[config.mk]
export PLATFORM = sky130hd
export DESIGN_NAME = oled_spi_responder_flat
export DESIGN_NICKNAME = d
export VERILOG_FILES = /design/src/rtl/oled_pkg.sv /design/src/rtl/oled_spi_responder_if.sv /design/src/rtl/spi_rx_shift.sv /design/src/rtl/oled_spi_responder.sv /design/src/flat_wrapper.sv
export SDC_FILE = /design/constraint.sdc
export NUM_CORES = 1
export LEC_CHECK = 0
export CORE_MARGIN = 1
export CORE_UTILIZATION = 60
export DETAILED_ROUTE_END_ITERATION = 8
export DONT_BUFFER_PORTS = 1
export PLACE_DENSITY = 0.83
export SYNTH_ARGS = -nofsm -noshare
export SYNTH_HDL_FRONTEND = slang
export SYNTH_HIERARCHICAL = 1
export SYNTH_SLANG_ARGS = --single-unit
[constraint.sdc]
create_clock -name clock -period 3.6 [get_ports clock]
set_clock_uncertainty 0.1 [all_clocks]
set_input_delay 0.36 -clock clock [delete_from_list [all_inputs] [get_ports clock]]
set_output_delay 0.36 -clock clock [all_outputs]
set_load 0.05 [all_outputs]
[src/rtl/oled_pkg.sv]
// oled_pkg: SSD1306 opcodes, configuration defaults and shared enums for the OLED link
package oled_pkg;
  localparam logic [7:0] CMD_ADDR_MODE     = 8'h20;
  localparam logic [7:0] CMD_COL_ADDR      = 8'h21;
  localparam logic [7:0] CMD_PAGE_ADDR     = 8'h22;
  localparam logic [7:0] CMD_CONTRAST      = 8'h81;
  localparam logic [7:0] CMD_CHARGE_PUMP   = 8'h8D;
  localparam logic [7:0] CMD_SEG_REMAP0    = 8'hA0;
  localparam logic [7:0] CMD_SEG_REMAP1    = 8'hA1;
  localparam logic [7:0] CMD_ENTIRE_OFF    = 8'hA4;
  localparam logic [7:0] CMD_ENTIRE_ON     = 8'hA5;
  localparam logic [7:0] CMD_DISP_OFF      = 8'hAE;
  localparam logic [7:0] CMD_DISP_ON       = 8'hAF;
  localparam logic [7:0] CMD_PAGE_START    = 8'hB0;
  localparam logic [7:0] CMD_COM_SCAN_NORM = 8'hC0;
  localparam logic [7:0] CMD_COM_SCAN_REV  = 8'hC8;
  localparam logic [7:0] CMD_PRECHARGE     = 8'hD9;
  localparam logic [7:0] CMD_COM_PINS      = 8'hDA;
  localparam logic [7:0] DEF_CONTRAST      = 8'h7F;
  typedef enum logic [1:0] {AM_HORZ = 2'd0, AM_VERT = 2'd1, AM_PAGE = 2'd2} addr_mode_t;
  localparam addr_mode_t DEF_ADDR_MODE = AM_PAGE;
  typedef enum logic [1:0] {P_CMD, P_ARG1, P_ARG2} parser_state_t;
  function automatic logic takes_arg(input logic [7:0] op);
    return op inside {CMD_CONTRAST, CMD_CHARGE_PUMP, CMD_PRECHARGE, CMD_COM_PINS,
                      CMD_ADDR_MODE, CMD_COL_ADDR, CMD_PAGE_ADDR};
  endfunction
  function automatic logic takes_two(input logic [7:0] op);
    return op inside {CMD_COL_ADDR, CMD_PAGE_ADDR};
  endfunction
endpackage

[src/rtl/oled_spi_responder_if.sv]
// oled_spi_responder_if: SPI link inputs plus received-byte, config and framebuffer outputs
interface oled_spi_responder_if #(parameter int PAGES = 4);
  localparam int PW = $clog2(PAGES);
  logic oled_spi_clk, oled_spi_data, oled_dc_n, oled_reset_n;
  logic rx_valid, rx_is_data;
  logic [7:0] rx_byte;
  logic display_on, charge_pump_en, seg_remap, com_scan_rev, entire_on;
  logic [7:0] contrast;
  logic [PW-1:0] page_ptr;
  logic [6:0] col_ptr;
  logic fb_we;
  logic [PW+6:0] fb_addr;
  logic [7:0] fb_wdata;
  logic unsupported_cmd, frame_err;
  modport master (
    output oled_spi_clk, oled_spi_data, oled_dc_n, oled_reset_n,
    input rx_valid, rx_byte, rx_is_data, display_on, contrast, charge_pump_en, seg_remap,
    input com_scan_rev, entire_on, page_ptr, col_ptr, fb_we, fb_addr, fb_wdata,
    input unsupported_cmd, frame_err
  );
  modport slave (
    input oled_spi_clk, oled_spi_data, oled_dc_n, oled_reset_n,
    output rx_valid, rx_byte, rx_is_data, display_on, contrast, charge_pump_en, seg_remap,
    output com_scan_rev, entire_on, page_ptr, col_ptr, fb_we, fb_addr, fb_wdata,
    output unsupported_cmd, frame_err
  );
endinterface

[src/rtl/spi_rx_shift.sv]
// spi_rx_shift: synchronises the SPI pins, deserialises bytes MSB first and drops stalled partial bytes
module spi_rx_shift #(
  parameter int IDLE_TIMEOUT = 200
) (
  input  logic       clock,
  input  logic       reset_n,
  input  logic       sclk,
  input  logic       sdin,
  input  logic       dc_n,
  input  logic       res_n,
  output logic       res_ok,
  output logic       rx_valid,
  output logic [7:0] rx_byte,
  output logic       rx_is_data,
  output logic       frame_err
);
  localparam int IW = $clog2(IDLE_TIMEOUT + 1);
  logic [2:0] sclk_s;
  logic [1:0] sdin_s, dc_s, res_s;
  logic [2:0] bit_cnt;
  logic [6:0] shreg;
  logic [IW-1:0] idle;
  logic rise;
  assign rise = sclk_s[1] & ~sclk_s[2];
  assign res_ok = res_s[1];
  // sync pins, shift on sclk rise, emit byte on 8th bit, discard partial byte after idle timeout
  always_ff @(posedge clock) begin
    if (!reset_n) begin
      sclk_s <= '1;
      sdin_s <= '0;
      dc_s <= '0;
      res_s <= '1;
      bit_cnt <= '0;
      shreg <= '0;
      idle <= '0;
      rx_valid <= 1'b0;
      rx_byte <= '0;
      rx_is_data <= 1'b0;
      frame_err <= 1'b0;
    end else begin
      sclk_s <= {sclk_s[1:0], sclk};
      sdin_s <= {sdin_s[0], sdin};
      dc_s <= {dc_s[0], dc_n};
      res_s <= {res_s[0], res_n};
      rx_valid <= 1'b0;
      frame_err <= 1'b0;
      idle <= rise ? '0 : (idle == IW'(IDLE_TIMEOUT) ? idle : idle + 1'b1);
      if (!res_ok) bit_cnt <= '0;
      else if (rise) begin
        shreg <= {shreg[5:0], sdin_s[1]};
        bit_cnt <= bit_cnt + 3'd1;
        if (bit_cnt == 3'd7) begin
          rx_valid <= 1'b1;
          rx_byte <= {shreg, sdin_s[1]};
          rx_is_data <= dc_s[1];
        end
      end else if (bit_cnt != 3'd0 && idle == IW'(IDLE_TIMEOUT - 1)) begin
        frame_err <= 1'b1;
        bit_cnt <= '0;
      end
    end
  end
endmodule

[src/rtl/oled_spi_responder.sv]
// oled_spi_responder: SSD1306-style command parser and framebuffer write generator behind the SPI deserialiser
module oled_spi_responder
  import oled_pkg::*;
#(
  parameter int PAGES = 4,
  parameter int COLS = 128,
  parameter int IDLE_TIMEOUT = 200
) (
  input logic clock,
  input logic reset_n,
  oled_spi_responder_if.slave bus
);
  localparam int PW = $clog2(PAGES);
  typedef struct packed {
    parser_state_t state;
    logic [7:0] op;
    logic [6:0] arg1;
    logic display_on;
    logic [7:0] contrast;
    logic charge_pump_en;
    logic seg_remap;
    logic com_scan_rev;
    logic entire_on;
    addr_mode_t addr_mode;
    logic [6:0] col_start;
    logic [6:0] col_end;
    logic [PW-1:0] page_start;
    logic [PW-1:0] page_end;
    logic [PW-1:0] page_ptr;
    logic [6:0] col_ptr;
  } cfg_t;
  localparam cfg_t CFG_DEF = '{state: P_CMD, op: 8'h00, arg1: 7'h00, display_on: 1'b0,
    contrast: DEF_CONTRAST, charge_pump_en: 1'b0, seg_remap: 1'b0, com_scan_rev: 1'b0,
    entire_on: 1'b0, addr_mode: DEF_ADDR_MODE, col_start: 7'd0, col_end: 7'(COLS - 1),
    page_start: {PW{1'b0}}, page_end: PW'(PAGES - 1), page_ptr: {PW{1'b0}}, col_ptr: 7'd0};
  logic rx_valid, rx_is_data, res_ok;
  logic [7:0] rx_byte;
  cfg_t cfg, nx;
  logic fb_we, nx_we, unsup, nx_unsup;
  logic [PW+6:0] fb_addr, nx_addr;
  logic [7:0] fb_wdata, nx_wdata;
  logic col_wrap, page_wrap;
  logic [6:0] col_step;
  logic [PW-1:0] page_step;
  spi_rx_shift #(.IDLE_TIMEOUT(IDLE_TIMEOUT)) u_rx (
    .clock(clock),
    .reset_n(reset_n),
    .sclk(bus.oled_spi_clk),
    .sdin(bus.oled_spi_data),
    .dc_n(bus.oled_dc_n),
    .res_n(bus.oled_reset_n),
    .res_ok(res_ok),
    .rx_valid(rx_valid),
    .rx_byte(rx_byte),
    .rx_is_data(rx_is_data),
    .frame_err(bus.frame_err)
  );
  assign col_wrap = cfg.col_ptr == cfg.col_end;
  assign page_wrap = cfg.page_ptr == cfg.page_end;
  assign col_step = col_wrap ? cfg.col_start : cfg.col_ptr + 7'd1;
  assign page_step = page_wrap ? cfg.page_start : cfg.page_ptr + 1'b1;
  // parser next state: panel reset, data writes with pointer advance, command and argument decode
  always_comb begin
    nx = cfg;
    nx_we = 1'b0;
    nx_unsup = 1'b0;
    nx_addr = fb_addr;
    nx_wdata = fb_wdata;
    if (!res_ok) nx = CFG_DEF;
    else if (rx_valid && rx_is_data) begin
      nx.state = P_CMD;
      nx_we = 1'b1;
      nx_addr = {cfg.page_ptr, cfg.col_ptr};
      nx_wdata = rx_byte;
      nx.col_ptr = cfg.addr_mode == AM_PAGE ? cfg.col_ptr + 7'd1 :
                   (cfg.addr_mode == AM_HORZ || page_wrap) ? col_step : cfg.col_ptr;
      nx.page_ptr = (cfg.addr_mode == AM_VERT || (cfg.addr_mode == AM_HORZ && col_wrap)) ?
                    page_step : cfg.page_ptr;
    end else if (rx_valid) begin
      case (cfg.state)
        P_CMD: begin
          if (rx_byte inside {CMD_DISP_OFF, CMD_DISP_ON}) nx.display_on = rx_byte[0];
          else if (rx_byte inside {CMD_SEG_REMAP0, CMD_SEG_REMAP1}) nx.seg_remap = rx_byte[0];
          else if (rx_byte inside {CMD_ENTIRE_OFF, CMD_ENTIRE_ON}) nx.entire_on = rx_byte[0];
          else if (rx_byte inside {CMD_COM_SCAN_NORM, CMD_COM_SCAN_REV}) nx.com_scan_rev = rx_byte[3];
          else if (takes_arg(rx_byte)) begin
            nx.state = P_ARG1;
            nx.op = rx_byte;
          end
          else if (rx_byte[7:3] == CMD_PAGE_START[7:3]) nx.page_ptr = rx_byte[PW-1:0];
          else if (rx_byte[7:4] == 4'h0) nx.col_ptr[3:0] = rx_byte[3:0];
          else if (rx_byte[7:3] == 5'b00010) nx.col_ptr[6:4] = rx_byte[2:0];
          else nx_unsup = 1'b1;
        end
        P_ARG1: begin
          nx.state = takes_two(cfg.op) ? P_ARG2 : P_CMD;
          nx.arg1 = rx_byte[6:0];
          if (cfg.op == CMD_CONTRAST) nx.contrast = rx_byte;
          if (cfg.op == CMD_CHARGE_PUMP) nx.charge_pump_en = rx_byte[2];
          if (cfg.op == CMD_ADDR_MODE) nx.addr_mode = &rx_byte[1:0] ? AM_PAGE : addr_mode_t'(rx_byte[1:0]);
        end
        P_ARG2: begin
          nx.state = P_CMD;
          if (cfg.op == CMD_COL_ADDR) begin
            nx.col_start = cfg.arg1;
            nx.col_end = rx_byte[6:0];
            nx.col_ptr = cfg.arg1;
          end
          if (cfg.op == CMD_PAGE_ADDR) begin
            nx.page_start = cfg.arg1[PW-1:0];
            nx.page_end = rx_byte[PW-1:0];
            nx.page_ptr = cfg.arg1[PW-1:0];
          end
        end
        default: nx.state = P_CMD;
      endcase
    end
  end
  // parser register and output strobes
  always_ff @(posedge clock) begin
    if (!reset_n) begin
      cfg <= CFG_DEF;
      fb_we <= 1'b0;
      unsup <= 1'b0;
      fb_addr <= '0;
      fb_wdata <= '0;
    end else begin
      cfg <= nx;
      fb_we <= nx_we;
      unsup <= nx_unsup;
      fb_addr <= nx_addr;
      fb_wdata <= nx_wdata;
    end
  end
  assign bus.rx_valid = rx_valid;
  assign bus.rx_byte = rx_byte;
  assign bus.rx_is_data = rx_is_data;
  assign bus.display_on = cfg.display_on;
  assign bus.contrast = cfg.contrast;
  assign bus.charge_pump_en = cfg.charge_pump_en;
  assign bus.seg_remap = cfg.seg_remap;
  assign bus.com_scan_rev = cfg.com_scan_rev;
  assign bus.entire_on = cfg.entire_on;
  assign bus.page_ptr = cfg.page_ptr;
  assign bus.col_ptr = cfg.col_ptr;
  assign bus.fb_we = fb_we;
  assign bus.fb_addr = fb_addr;
  assign bus.fb_wdata = fb_wdata;
  assign bus.unsupported_cmd = unsup;
endmodule
[src/flat_wrapper.sv]
// flat-port wrapper written by rule: the top's interface ports become plain ports
module oled_spi_responder_flat import oled_pkg::*;
#(
  parameter int PAGES = 4,
  parameter int COLS = 128,
  parameter int IDLE_TIMEOUT = 200
)
  (clock, reset_n, bus_oled_spi_clk, bus_oled_spi_data, bus_oled_dc_n, bus_oled_reset_n, bus_rx_valid, bus_rx_byte, bus_rx_is_data, bus_display_on, bus_contrast, bus_charge_pump_en, bus_seg_remap, bus_com_scan_rev, bus_entire_on, bus_page_ptr, bus_col_ptr, bus_fb_we, bus_fb_addr, bus_fb_wdata, bus_unsupported_cmd, bus_frame_err);
  oled_spi_responder_if #(.PAGES(PAGES)) bus_i ();
  input logic clock;
  input logic reset_n;
  input wire logic [$bits(bus_i.oled_spi_clk)-1:0] bus_oled_spi_clk;
  input wire logic [$bits(bus_i.oled_spi_data)-1:0] bus_oled_spi_data;
  input wire logic [$bits(bus_i.oled_dc_n)-1:0] bus_oled_dc_n;
  input wire logic [$bits(bus_i.oled_reset_n)-1:0] bus_oled_reset_n;
  output wire logic [$bits(bus_i.rx_valid)-1:0] bus_rx_valid;
  output wire logic [$bits(bus_i.rx_byte)-1:0] bus_rx_byte;
  output wire logic [$bits(bus_i.rx_is_data)-1:0] bus_rx_is_data;
  output wire logic [$bits(bus_i.display_on)-1:0] bus_display_on;
  output wire logic [$bits(bus_i.contrast)-1:0] bus_contrast;
  output wire logic [$bits(bus_i.charge_pump_en)-1:0] bus_charge_pump_en;
  output wire logic [$bits(bus_i.seg_remap)-1:0] bus_seg_remap;
  output wire logic [$bits(bus_i.com_scan_rev)-1:0] bus_com_scan_rev;
  output wire logic [$bits(bus_i.entire_on)-1:0] bus_entire_on;
  output wire logic [$bits(bus_i.page_ptr)-1:0] bus_page_ptr;
  output wire logic [$bits(bus_i.col_ptr)-1:0] bus_col_ptr;
  output wire logic [$bits(bus_i.fb_we)-1:0] bus_fb_we;
  output wire logic [$bits(bus_i.fb_addr)-1:0] bus_fb_addr;
  output wire logic [$bits(bus_i.fb_wdata)-1:0] bus_fb_wdata;
  output wire logic [$bits(bus_i.unsupported_cmd)-1:0] bus_unsupported_cmd;
  output wire logic [$bits(bus_i.frame_err)-1:0] bus_frame_err;
  assign bus_i.oled_spi_clk = bus_oled_spi_clk;
  assign bus_i.oled_spi_data = bus_oled_spi_data;
  assign bus_i.oled_dc_n = bus_oled_dc_n;
  assign bus_i.oled_reset_n = bus_oled_reset_n;
  assign bus_rx_valid = bus_i.rx_valid;
  assign bus_rx_byte = bus_i.rx_byte;
  assign bus_rx_is_data = bus_i.rx_is_data;
  assign bus_display_on = bus_i.display_on;
  assign bus_contrast = bus_i.contrast;
  assign bus_charge_pump_en = bus_i.charge_pump_en;
  assign bus_seg_remap = bus_i.seg_remap;
  assign bus_com_scan_rev = bus_i.com_scan_rev;
  assign bus_entire_on = bus_i.entire_on;
  assign bus_page_ptr = bus_i.page_ptr;
  assign bus_col_ptr = bus_i.col_ptr;
  assign bus_fb_we = bus_i.fb_we;
  assign bus_fb_addr = bus_i.fb_addr;
  assign bus_fb_wdata = bus_i.fb_wdata;
  assign bus_unsupported_cmd = bus_i.unsupported_cmd;
  assign bus_frame_err = bus_i.frame_err;
  oled_spi_responder #(.PAGES(PAGES), .COLS(COLS), .IDLE_TIMEOUT(IDLE_TIMEOUT)) u_core (.clock(clock), .reset_n(reset_n), .bus(bus_i));
endmodule
# Yosys cells after proc, flatten, opt, wreduce, memory -nomap -nowiden
# Cells that the tools add are included.
classes:
  mux: 34
  n_bitwise: 11
  reduce_logical: 43
  eq_ne: 50
  n_addsub: 4
op_table:
  columns: ["operator", "count"]
  rows:
  - ["$eq A8 B8 Y1 const B", 16]
  - ["$mux W9", 7]
  - ["$mux W10", 5]
  - ["$eq A8 B6 Y1 const B", 6]
  - ["$mux W7", 5]
  - ["$reduce_and A4 Y1", 6]
  - ["$ne A3 B2 Y1 const B", 7]
  - ["$pmux W9 S2", 1]
  - ["$ne A3 B1 Y1 const B", 5]
  - ["$reduce_bool A2 Y1", 7]
  - ["$mux W2", 6]
  - ["$mux W3", 4]
  - ["$reduce_and A12 Y1", 1]
  - ["$reduce_and A6 Y1", 2]
  - ["$reduce_or A12 Y1", 1]
  - ["$reduce_and A11 Y1", 1]
  - ["$ne A2 B2 Y1 const B", 5]
  - ["$not A1 Y1", 10]
  - ["$reduce_and A10 Y1", 1]
  - ["$reduce_and A3 Y1", 3]
  - ["$add A8 B1 Y8 const B", 1]
  - ["$reduce_and A2 Y1", 4]
  - ["$reduce_and A8 Y1", 1]
  - ["$add A7 B1 Y7 const B", 1]
  - ["25 further kinds", 36]
word_totals:
  inputBits: 6
  ff_bits: 116
  output_inout_bits: 52

# Longest topological paths before layout
# Gate-level depths: netlist (run 1).
depth:
  word_depth: 12
  mapped_depth: 8
  ltp_nobuf: 6

# Hierarchy
# The synthesis (run 1) kept the hierarchy.
modules_own_cells:
  columns: ["module", "instances", "area_per_inst_um2", "cells_each"]
  rows:
  - ["oled_spi_responder", 1, 3849.9, 445]
  - ["spi_rx_shift", 1, 1512.7, 162]

# Worst setup path after synthesis (run 1)
# No wires, ideal clock.
synth_path:
  path_type: "register -> register"
  from: "register u_core.u_rx.rx_byte[1]"
  to: "register u_core/cfg[53] in the netlist's numbering"
  path_buffers: 2
  path_slack_ns: 1.294
  required_time_ns: 3.372
  t_arrival_ns: 2.079
  synth_period_minus_slack_ns: 2.306
  stages_incl_launch_ff: 9
  path_cell_list: "dfxtp_1 buf_4 nor2_1 o21ai_0 nand4_1 nor3b_1 buf_2 mux2i_1 nor2_1"
synth_between:
  elab_chain_len: 4
  word_cells_on_any_way: 25
  cone_classes: "eq/ne (15); bitwise (4); reduce/logical (6)"
synth_rtl:
  columns: ["element", "line", "source"]
  rows:
  - ["start, declared", "spi_rx_shift.sv:13", "output logic [7:0] rx_byte,"]
  - ["start signal, assigned", "spi_rx_shift.sv:54", "rx_byte <= {shreg, sdin_s[1]};"]
  - ["parallel branches: the longest is 3 deep, another holds $eq A8 B8 Y1", null, null]
  - ["$reduce_and A8 Y1 (no line) *", null, null]
  - ["end signal, assigned", "oled_spi_responder.sv:128", "cfg <= nx;"]
  - ["end, declared", "oled_spi_responder.sv:38", "cfg_t cfg, nx;"]
# Mark *: on every way between the ends.
# A chain may end at the register's enable or synchronous reset.

# Worst setup path in the final report (run 1)
layout_path:
  from: "register u_core.u_rx.rx_byte[6]"
  to: "register u_core/cfg[52] in the netlist's numbering"
# The elaborated chain is that of the path after synthesis.

==> flow_metrics.py, run 1 <==
metrics = {
    "finish": {
        "areaGrowthSynthToFinish_pct": 11.5,
        "drive_gt1_share_pct": 10.5,
        "nFillCells": 687,
        "nets": 610,
        "n_antenna_cell": 0,
    },
    "sta": {
        "finalWorstSetupSlack_ps": 898,
        "max_freq_ghz": 0.370,
        "rsz0062_at_grt": "false",
        "maxSlewHeadroom_pct": 26.9,
        "finalMaxSlewViolations": 0,
        "timing.final.crit_share_pct": 75.1,
        "setup_violations": 0,
        "tns_ps": 0,
        "fin_crit_ps": 2700,
        "hold_violations": 0,
        "worst_pin_slew_ps": 1090,
    },
    "grt": {
        "grt_max_degree": 46,
        "antenna_found_initial": 0,
        "grt_pass1_wl_um": 20300,
        "grt_overflow": 0,
        "grt_pass1_vias": 4136,
        "grt.total_usage_pct": 29.4,
    },
    "floorplan": {
        "die_x_um": 96.5,
        "rows": 34,
        "fp.dieH_um": 96.5,
        "floorplan.initialDensity_pct": 61.8,
        "coreArea_sq_um": 8680,
        "io_pins": 58,
        "dieArea_sq_um": 9320,
    },
    "synth": {
        "synth_edf_count": 0,
        "synth_most_common_cell": "nand2_1",
        "syn_area_sq_um": 5360,
        "synth_cell_types": 62,
        "synth.largest_area_cell": "dfxtp_1",
        "ys_seq_area_share_pct": 43.3,
        "synthArstFlopShare_pct": 0,
        "postSynthRegisterBits": 116,
        "synth_warnings": 6,
        "synth_nets": 619,
        "synth_area_leaders": "dfxtp_1 43%, mux2i_1 8.8%, nand2_1 8.7%",
        "synth.cells.most_frequent": "125 x nand2_1, 116 x dfxtp_1, 47 x mux2i_1, 34 x a21boi_0, 31 x nor2_1",
        "syn_inst": 607,
        "avgSynthCellArea_sq_um": 8.83,
        "synth_top_area_share_pct": 43.3,
        "ys.flop_type": "dfxtp_1",
    },
    "worst_setup_path": {
        "cp.required_ps": 3900,
        "end_kind": "register",
        "r2r_cells": 7,
        "path_max_fanout": 14,
        "crit_family": "flip-flops",
        "worstPathCellList": "nand3b_1 -> or3_1 -> nand3_1 -> nor3b_1 -> buf_4 -> mux2i_1 -> nor2_1",
        "r2r_end": "u_core/cfg[52]",
        "critPathLaunchType": "register",
        "reg2reg_from": "u_core/u_rx/rx_byte[6]",
        "cpPeakStageDelay_ps": 1040,
        "path_class": "reg2reg",
        "worstPathArrival_ps": 3000,
        "crit_buf_inv": 1,
        "slowest_stage": "dfxtp_1",
        "regToRegSetupSlack_ps": 900,
    },
    "power": {
        "p_sw_share_pct": 20.7,
        "p_int_mw": 2.30,
        "finalPower_mw": 2.90,
        "p_clk_share_pct": 53.2,
        "leakage_nw": 2.32,
        "vdd_drop_max_v": 0.000310,
        "powerDensity_nw_per_um2": 486,
        "seqPwrFrac_pct": 44.8,
        "p_sw_mw": 0.602,
        "p_comb_share_pct": 1.9,
    },
    "clock_tree": {
        "clkTransAtPathRegs_ps": 50,
        "cts-root-buf": "clkbuf_8",
        "post_cts_resize_count": 0,
        "h-tree-depth": 4,
        "cts_buffers": 17,
        "clockBufferDepth": 2,
        "cts_tree": "done",
        "post_cts_buffers": 0,
        "cts.sinks": 116,
        "clock_latency_ps": 510,
    },
    "placed_design": {
        "port_buffers": 0,
        "hpwl_um": 8410,
        "dp_slack_ps": 989,
        "gp_congestion": 0.937,
    },
    "min_path": {
        "whs_path_depth": 2,
        "min_to": "u_core/u_rx/res_s[0]",
        "holdCritPathClass": "in2reg",
        "hold_path.startpoint": "reset_n",
    },
    "route": {
        "drt_pass1_iterations": 5,
        "vias_per_cell": 6.20,
        "wl_met3_um": 1030,
        "totalWireLength_um": 13000,
        "top_layer_used": "met4",
        "ant_nets": 0,
        "num_vias": 4444,
        "drc_errors": 0,
        "wl_met1_um": 5180,
        "drt_iter0_markers": 325,
        "dr_wl_met2_um": 6510,
        "wl_per_cell_um": 18.1,
    },
    "run_status": {
        "status": "completed",
    },
    "run": {
        "cap_violations": 0,
    },
}
==> how the worst max path moves through the flow <==
| stage | start | end | cells after the start | slack [ps] |
|---|---|---|---|---|
| CTS | u_core/u_rx/rx_byte[6] | u_core/cfg[56] | 7 | 970 |
| global placement | u_core/u_rx/rx_byte[6] | u_core/cfg[55] | 7 | 1030 |
| floorplan | u_core/u_rx/rx_byte[1] | u_core/cfg[53] | 8 | 1290 |
| global route | u_core/u_rx/rx_byte[6] | u_core/cfg[55] | 7 | 730 |
| finish | u_core/u_rx/rx_byte[6] | u_core/cfg[52] | 7 | 900 |
| detailed placement | u_core/u_rx/rx_byte[6] | u_core/cfg[56] | 7 | 990 |
==> per-stage QoR <==
step	std cells	util (%)	hold WS (ps)	instance area [sq um]
final	717	68.9	17.2	5980
after global routing	717	68.9	16.4	5980
after CTS	717	68.9	3.44	5980
after detailed placement	680	61.7	297	5350
after global placement	680	61.7	288	5350
after floorplan	607	-	286	5360
==> cell usage in the layout (no fill, tap or decap), types with 4 or more instances in the layout <==
cell             n
nand4_1          6
nand3b_1         6
nor2b_1          6
clkbuf_16       16
clkinv_2         4
nor3_1           6
dfxtp_1        116
and2_1          13
inv_1            7
a21boi_0        34
dlygate4sd3_1    6
clkinvlp_4       4
nor2_1          31
and3_1           4
mux2i_1         47
xnor2_1         10
xor2_1          11
o21ai_0         13
nand2b_1        11
a21oi_1         25
nand2_1        125
nand3_1         17
a211oi_1         6
buf_4           19
ha_1             6
==> worst reg2reg max path, cell delays in order (launching register included) <==
cell and delay (ps):
dfxtp_1 1040, nand3b_1 200, or3_1 410, nand3_1 120, nor3b_1 210, buf_4 240
mux2i_1 210, nor2_1 50
==> what timing repair did <==
item / 4_1_cts / 5_1_grt
endpoints found under the setup margin: 0 / 0
hold buffers: 7 / 0
endpoints found under the hold margin: 45 / 0
==> layout make-up <==
class	instances	area [sq um]	share of cell area, %
clock buffers	20	435	7.28
well taps	108	135	2.26
clock inverters	10	110	1.84
repair buffers	26	223	3.73
inverters	7	26.3	0.440
multi-input cells	430	2730	45.6
flip-flops and latches	116	2320	38.8
==> power groups by stage <==
| stage | clock (mW) | sequential, mW | combinational, mW |
|---|---|---|---|
| floorplan | 0 | 1.32 | 0.0394 |
| global placement | 0 | 1.33 | 0.0391 |
| detailed placement | 0 | 1.33 | 0.0409 |
| CTS | 1.56 | 1.30 | 0.0540 |
| global route | 1.63 | 1.30 | 0.0606 |
| finish | 1.55 | 1.30 | 0.0561 |
==> per-layer routing <==
layer  vias up  global-route usage (%)
met2       216                    50.5
met5         -                       0
met3        29                    8.45
met4         0                    12.5
met1      2147                    34.0
li1       2052                       -
==> cell families after synthesis <==
family / count (synthesis) / synth area share, %
xor gates and xnor gates: 21 / 3.43
adders and majority gates: 6 / 1.40
muxes: 49 / 9.26
buffers and inverters: 61 / 5.86
and+or+nand+nor: 257 / 24.4
AOI/OAI and AO/OA: 97 / 12.3
DFF: 116 / 43.3
==> sequential cells by signal, summed over array words and instances (netlist names), 2 cells and up <==
signal	count
u_core/bus.col_ptr	7
u_core/bus.contrast	8
u_core/bus.fb_addr	9
u_core/bus.fb_wdata	8
u_core/bus.page_ptr	2
u_core/cfg	37
u_core/u_rx/bit_cnt	3
u_core/u_rx/dc_s	2
u_core/u_rx/idle	8
u_core/u_rx/res_s	2
u_core/u_rx/rx_byte	8
u_core/u_rx/sclk_s	3
u_core/u_rx/sdin_s	2
u_core/u_rx/shreg	7
(Power assumes the default switching activity.)
==> inputs of run 2 (changes only) <==
Clock period 3.6 ns to 2.5 ns, I/O delays scaled along.
==> run 2 against run 1 <==
Final cell count is 2.2% higher. Via count is 2.4% lower. Utilization is 2.0 points higher. Die area stayed put. Critical path type unchanged. Highest routed layer unchanged.
==> flow_metrics.py, run 2 (synthesis results as in run 1) <==
metrics = {
    "power": {
        "powerDensity_nw_per_um2": 717,
        "vdd_drop_max_v": 0.000490,
        "leakage_nw": 2.43,
    },
    "worst_setup_path": {
        "worstPathCellList": "xor2_1 -> nor4_1 -> or3b_4 -> mux2i_1 -> a2111oi_0 -> a31o_1",
        "cp.required_ps": 2850,
        "crit_family": "simple AND/OR/NAND/NOR gates",
        "slowest_stage": "or3b_4",
        "path_class": "reg2reg",
        "worstPathArrival_ps": 2690,
        "cpPeakStageDelay_ps": 520,
        "path_max_fanout": 7,
        "crit_buf_inv": 0,
        "end_kind": "register",
        "critPathLaunchType": "register",
    },
    "finish": {
        "final_common_cell": "nand2_1",
        "final_cell_mix": "125 x nand2_1, 116 x dfxtp_1, 47 x mux2i_1, 35 x buf_4, 34 x a21boi_0",
        "n_antenna_cell": 0,
        "largest_reg_flops": 37,
        "nFillCells": 667,
        "areaGrowthSynthToFinish_pct": 14.7,
        "drive_gt1_share_pct": 13.0,
        "nets": 625,
        "regMostFlops": "u_core/cfg",
        "reg_top3": "u_core/cfg x37, u_core/bus.fb_addr x9",
    },
    "floorplan": {
        "io_pins": 58,
        "fp.dieH_um": 96.5,
        "dieArea_sq_um": 9320,
        "coreArea_sq_um": 8680,
        "die_x_um": 96.5,
        "floorplan.initialDensity_pct": 61.8,
        "rows": 34,
    },
    "clock_tree": {
        "clkTransAtPathRegs_ps": 50,
        "cts_tree": "done",
        "cts_buffers": 17,
        "cts.sinks": 116,
        "h-tree-depth": 4,
        "cts-root-buf": "clkbuf_8",
        "clockBufferDepth": 2,
        "post_cts_buffers": 0,
        "clock_latency_ps": 510,
    },
    "sta": {
        "setup_violations": 0,
        "worst_pin_slew_ps": 660,
        "fin_crit_ps": 2350,
        "tns_ps": 0,
        "rsz0062_at_grt": "false",
        "timing.final.crit_share_pct": 93.9,
        "maxSlewHeadroom_pct": 56.0,
        "hold_violations": 0,
        "finalMaxSlewViolations": 0,
        "max_freq_ghz": 0.426,
        "whs_ps": 183,
    },
    "route": {
        "wl_per_cell_um": 17.1,
        "totalWireLength_um": 12600,
        "num_vias": 4336,
        "ant_nets": 0,
        "drt_iter0_markers": 303,
        "drc_errors": 0,
        "drt_pass1_iterations": 5,
        "vias_per_cell": 5.92,
    },
    "grt": {
        "use_met1_pct": 33.5,
        "grt_max_degree": 50,
        "grt_overflow": 0,
        "antenna_found_initial": 0,
        "grt_pass1_vias": 4108,
        "busiest_layer": "met2",
        "use_met3_pct": 9.94,
        "grt_pass1_wl_um": 20100,
        "use_met2_pct": 47.7,
        "grt.total_usage_pct": 28.7,
    },
    "min_path": {
        "holdCritPathClass": "in2reg",
    },
    "placed_design": {
        "hpwl_um": 8590,
        "gp_congestion": 0.954,
        "port_buffers": 0,
    },
    "run": {
        "cap_violations": 0,
    },
    "run_status": {
        "status": "completed",
    },
}
run 2: cell count changes in the layout (fill, tap and decap cells not counted):
cell           previous run  this run
bufinv_16                 2         4
clkinvlp_4                4         3
buf_4                    19        35
or3b_4                    0         1
clkbuf_8                  2         3
clkinv_2                  4         2
clkbuf_1                  2         3
dlygate4sd3_1             6         5
or3b_1                    1         0
run 2: power by group:
group,switching [mW],total (mW),leakage (nW),internal (mW)
Clock,0.795,2.45,0.287,1.66
Sequential,0.0125,1.87,0.937,1.86
Combinational,0.0484,0.0796,1.21,0.0312
Total,0.856,4.41,2.43,3.55
run 2: stage by stage:
| stage | util (%) | cells | power (mW) | setup WS (ps) | cell area, sq um |
|---|---|---|---|---|---|
| after floorplan | - | 607 | 1.96 | 194 | 5360 |
| after global placement | 63.1 | 696 | 1.97 | 240 | 5470 |
| after detailed placement | 63.1 | 696 | 1.97 | 102 | 5470 |
| after CTS | 70.8 | 733 | 4.44 | 83.3 | 6150 |
| after global routing | 70.9 | 733 | 4.53 | 1.64 | 6150 |
| final | 70.9 | 733 | 4.41 | 152 | 6150 |
run 2: layer usage:
layer / routed length (um) / up-vias
li1: - / 2083
met1: 5190 / 2058
met2: 6080 / 174
met3: 1060 / 21
met4: 224 / 0
met5: 0 / -
run 2: final timing paths:
path / startpoint / depth (start not counted) / end / slack, ps
worst min-delay path: reset_n / 2 / u_core/cfg[42] / 180
worst max-delay path: u_core/cfg[13] / 6 / u_core/bus.col_ptr[4] / 150
worst min register to register: u_core/u_rx/sclk_s[0] / 1 / u_core/u_rx/sclk_s[1] / 310
worst max register to register: u_core/cfg[13] / 6 / u_core/bus.col_ptr[4] / 150
run 2: repair_timing:
action,in CTS,in global routing
hold endpoints to repair,58,0
hold buffers,6,0
gates resized for setup,0,1
setup endpoints to repair,0,2
run 2: area by class of cell:
cell class / count / area [sq um] / share of cell area (%)
Sequential cell: 116 / 2320 / 37.8
Tap cell: 108 / 135 / 2.20
Clock buffer: 22 / 453 / 7.36
Inverter: 7 / 26.3 / 0.427
Clock inverter: 9 / 153 / 2.48
Multi-Input combinational cell: 430 / 2730 / 44.4
Timing Repair Buffer: 41 / 333 / 5.41
==> RTL change 1, RTL diff (flow settings as in run 2) <==
Reset style: asynchronous (`reset_n`), changed in 2 clocked blocks.
--- a/src/rtl/spi_rx_shift.sv
+++ b/src/rtl/spi_rx_shift.sv
@@ -26,3 +26,3 @@
   // sync pins, shift on sclk rise, emit byte on 8th bit, discard partial byte after idle timeout
-  always_ff @(posedge clock) begin
+  always_ff @(posedge clock or negedge reset_n) begin
     if (!reset_n) begin
--- a/src/rtl/oled_spi_responder.sv
+++ b/src/rtl/oled_spi_responder.sv
@@ -119,3 +119,3 @@
   // parser register and output strobes
-  always_ff @(posedge clock) begin
+  always_ff @(posedge clock or negedge reset_n) begin
     if (!reset_n) begin
Behaviour: same outputs for any inputs over 10 cycles, from zero or initial values and one cycle with reset_n low; that may be too few to reach the edited logic, so the function may still have changed.
==> RTL change 1 against run 2 <==
- the flow now finishes with violations (negative hold slack)
- synthesized area rose by 9.2%
- sequential share of layout area rose by 5.9 points
- wire length rose by 6.6%
- setup slack got worse by 61 ps
- sequential cell count did not move
- design area rose by 9.1%
- critical endpoint is now u_core/bus.col_ptr[3]
- largest cell class is now flip-flops and latches
Power is not compared: it rests on default switching activity, and its combinational part moved more than twofold at a synthesized area within 25%.
==> RTL change 1: results (changes against run 2) <==
## Run status
- **result of the run** finished, violations left
- **failing checks** negative hold slack

## Synth
- **share of synthesized cell area in full adder, half adder and majority cells** 1.28%, -0.12 points
- **proportion of synthesized chip area in sequential cells** 50.0%, +6.7 points
- **average size of a mapped cell** 10.8 um^2, +22%
- **share of synthesized area spent on multiplexers** 13.8%, +4.6 points
- **synth unique cells** 64, +3.2%
- **Synth Area in Compound Gates** 7.77%, -4.6 points
- **area share of xor/xnor cells in the synthesized design** 2.99%, -0.44 points
- **most numerous cell types in the synthesized netlist** 94 x sky130_fd_sc_hd__dfrtp_1, 62 x sky130_fd_sc_hd__nand2_1, 36 x sky130_fd_sc_hd__mux2i_1
- **dominant synthesized flop cell** sky130_fd_sc_hd__dfrtp_1
- **main area contributors after synthesis** sky130_fd_sc_hd__dfrtp_1 40%, sky130_fd_sc_hd__dfstp_2 9.9%, sky130_fd_sc_hd__mux2_2 6.3%, sky130_fd_sc_hd__mux2i_1 6.2%, sky130_fd_sc_hd__nand2_1 4.0%

## STA
- **WHS** -665 ps, -848 ps
- **endpoints failing hold** 116, +116
- **Fmax achieved** 415 MHz, -2.5%

## Global routing
- **GRT met1 Usage** 34.7%, +1.1 points
- **global-route wire length before repair** 21600 um, +7.6%
- **vias in the first global route** 4330, +5.4%
- **met3 GRT Util** 6.45%, -3.5 points
- **largest net degree at the start of global routing** 117, +130%
- **met2 global-route usage** 46.1%, -1.6 points

## Layout
- **Logic inverters** 18, +11
- **fraction of area in registers** 43.7%, +5.9 points
- **NonClk Buf Share** 4.73%, -0.68 points
- **multi-input gate share of the layout cell area** 38.9%, -5.5 points
- **Layout Cells excl Fill** 701, -4.4%
- **clock network area share** 9.30%, -0.54 points
- **number of fill cells in the layout** 613, -8.1%
- **layout clock buffer count** 20, -9.1%
- **share of final-layout standard cells stronger than drive strength 1** 25.5%, +13 points

## Setup path
- **worst setup slack for register-to-register paths** 90 ps, -60 ps
- **endpoint of the most critical register-to-register path** u_core/bus.col_ptr[3]
- **Data arrival, critical path** 2700 ps, about the same

## Clock network
- **CTS Hold Buffers Added** 4, -2

## Drt
- **Avg Vias per Cell** 5.99, +1.3%
- **met2 layer wire length in the routed design** 6620 um, +8.8%
- **M1 wire length** 5380 um, +3.5%
- **total met3 wirelength after detailed routing** 906 um, -15%
- **first-iteration detailed-routing DRC count** 264, -13%

## Placement
- **area post-placement** 6040 um^2, +10%
- **post-place setup slack** 205 ps, +103 ps
- **global placement routability congestion** 0.876, -8.2%

## Floorplan
- **Die ar.** 10200 um^2, +9.0%

## Hold path
- **worst min-delay path category** input pin to asynchronous set/reset pin

RTL change 1: cell count changes after synthesis, sizes merged, moves of 14 or more:
| cell | run 2 | this run |
|---|---|---|
| dfxtp | 116 | 0 |
| dfrtp | 0 | 94 |
| nand2 | 126 | 63 |
| mux2 | 2 | 40 |
| a21boi | 34 | 10 |
| dfstp | 0 | 22 |
| nor2b | 6 | 23 |
| clkbuf | 26 | 12 |
| nand3 | 17 | 31 |
RTL change 1: power breakdown:
part	leakage (nW)	switching (mW)	internal (mW)	total (mW)
logic	1.39	0.0829	0.0936	0.177
registers	1.52	0.0762	1.96	2.04
clock network	0.285	0.855	1.67	2.52
RTL change 1: worst max-delay path: stages, from the launching register on:
cell                      delay, ps
sky130_fd_sc_hd__dfrtp_1        460
sky130_fd_sc_hd__or3b_1         430
sky130_fd_sc_hd__nor4_1         410
sky130_fd_sc_hd__nor2_1         170
sky130_fd_sc_hd__a41oi_4        250
sky130_fd_sc_hd__nor3b_4        110
sky130_fd_sc_hd__mux2_1         350
==> RTL change 2, RTL diff (config.mk and constraints of run 2) <==
Without the edit above. `PAGES` is set to 4 in 3 places; all go to 8.
--- a/src/rtl/oled_spi_responder_if.sv
+++ b/src/rtl/oled_spi_responder_if.sv
@@ -1,3 +1,3 @@
 // oled_spi_responder_if: SPI link inputs plus received-byte, config and framebuffer outputs
-interface oled_spi_responder_if #(parameter int PAGES = 4);
+interface oled_spi_responder_if #(parameter int PAGES = 8);
   localparam int PW = $clog2(PAGES);
--- a/src/rtl/oled_spi_responder.sv
+++ b/src/rtl/oled_spi_responder.sv
@@ -4,3 +4,3 @@
 #(
-  parameter int PAGES = 4,
+  parameter int PAGES = 8,
   parameter int COLS = 128,
--- a/src/flat_wrapper.sv
+++ b/src/flat_wrapper.sv
@@ -3,3 +3,3 @@
 #(
-  parameter int PAGES = 4,
+  parameter int PAGES = 8,
   parameter int COLS = 128,
Interface: changed (resized bus_fb_addr and bus_page_ptr); port bits go from 58 to 60. The function was not compared with the original's and may differ.
==> RTL change 2 against run 2 <==
- sequential power is 4% higher
- largest cell class unchanged
- synthesized area is 2.6% higher
- the run now ends with design-rule violations left
- wire length is 11% higher
- critical path depth is 1 lower
- largest power group unchanged
- setup slack worse by 74 ps
- cell count is 1.6% higher
- total power is 3.6% higher
- highest routed layer unchanged
- design area is 2.6% higher
- sequential cell count is 4 higher
==> RTL change 2: results (changes against run 2) <==
## Layout
- **number of fill cells in the layout** 634, -4.9%
- **NonClk Buf Share** 5.12%, -0.29 points
- **multi-input gate share of the layout cell area** 44.3%, -0.077 points
- **Logic inverters** 9, +2
- **clock network area share** 9.82%, -0.028 points
- **count of multi-input combinational gates** 437, +1.6%

## Synth
- **share of synthesized cell area in full adder, half adder and majority cells** 1.59%, +0.19 points
- **Synth Area in Compound Gates** 12.6%, +0.28 points

## Setup path
- **worst setup slack for register-to-register paths** 80 ps, -70 ps
- **Data arrival, critical path** 2730 ps, +40 ps
- **CP Launch Point** u_core/cfg[52]
- **maximum single-stage delay on the critical path** 580 ps, +60 ps

## Global routing
- **global-route wire length before repair** 22900 um, +14%
- **GRT Total Usage** 30.7%, +2.0 points
- **GRT met1 Usage** 34.5%, +0.97 points
- **met3 GRT Util** 8.80%, -1.1 points

## Placement
- **post-place setup slack** 99.7 ps, -2.55 ps

## Floorplan
- **Die ar.** 9560 um^2, +2.6%

## Drt
- **detailed-route wire length** 13900 um, +11%
- **met2 layer wire length in the routed design** 6800 um, +12%
- **detailed-router iteration count before antenna repair** 7, +2
- **Remaining DRCs** 7, +7

## Pwr
- **sw frac** 20.5%, +1.1 points
- **LEAKAGE** 2.48 nW, +2.0%

## Clock network
- **CTS Hold Buffers Added** 8, +2

## STA
- **Least-Margin Pin Slew** 763 ps, +103 ps

## Run status
- **result of the run** finished, violations left
- **failing checks** design-rule violations

## Hold path
- **number of stages on the worst hold path** 3, +1

RTL change 2: cell count changes after synthesis, sizes merged, moves of 4 or more:
| cell | change |
|---|---|
| a21oi | -4 |
| nand2 | -8 |
| dfxtp | +4 |
| o211ai | +4 |
| nor2 | +15 |
| nand4 | -4 |
RTL change 2: power by group through the flow:
stage / combinational [mW] / sequential, mW / clock, mW
floorplan: 0.0567 / 1.97 / 0
global placement: 0.0591 / 1.98 / 0
detailed placement: 0.0629 / 1.98 / 0
CTS: 0.0845 / 1.94 / 2.56
global route: 0.0938 / 1.94 / 2.64
finish: 0.0872 / 1.94 / 2.54
RTL change 2: worst min path at each step:
stage / to / slack (ps)
3_5_place_dp: u_core/u_rx/res_s[1] / 230
2_1_floorplan: u_core/u_rx/res_s[0] / 250
4_1_cts: u_core/cfg[16] / 40
6_report: u_core/cfg[18] / 60
3_3_place_gp: u_core/u_rx/sclk_s[1] / 230
5_1_grt: u_core/bus.contrast[2] / 70
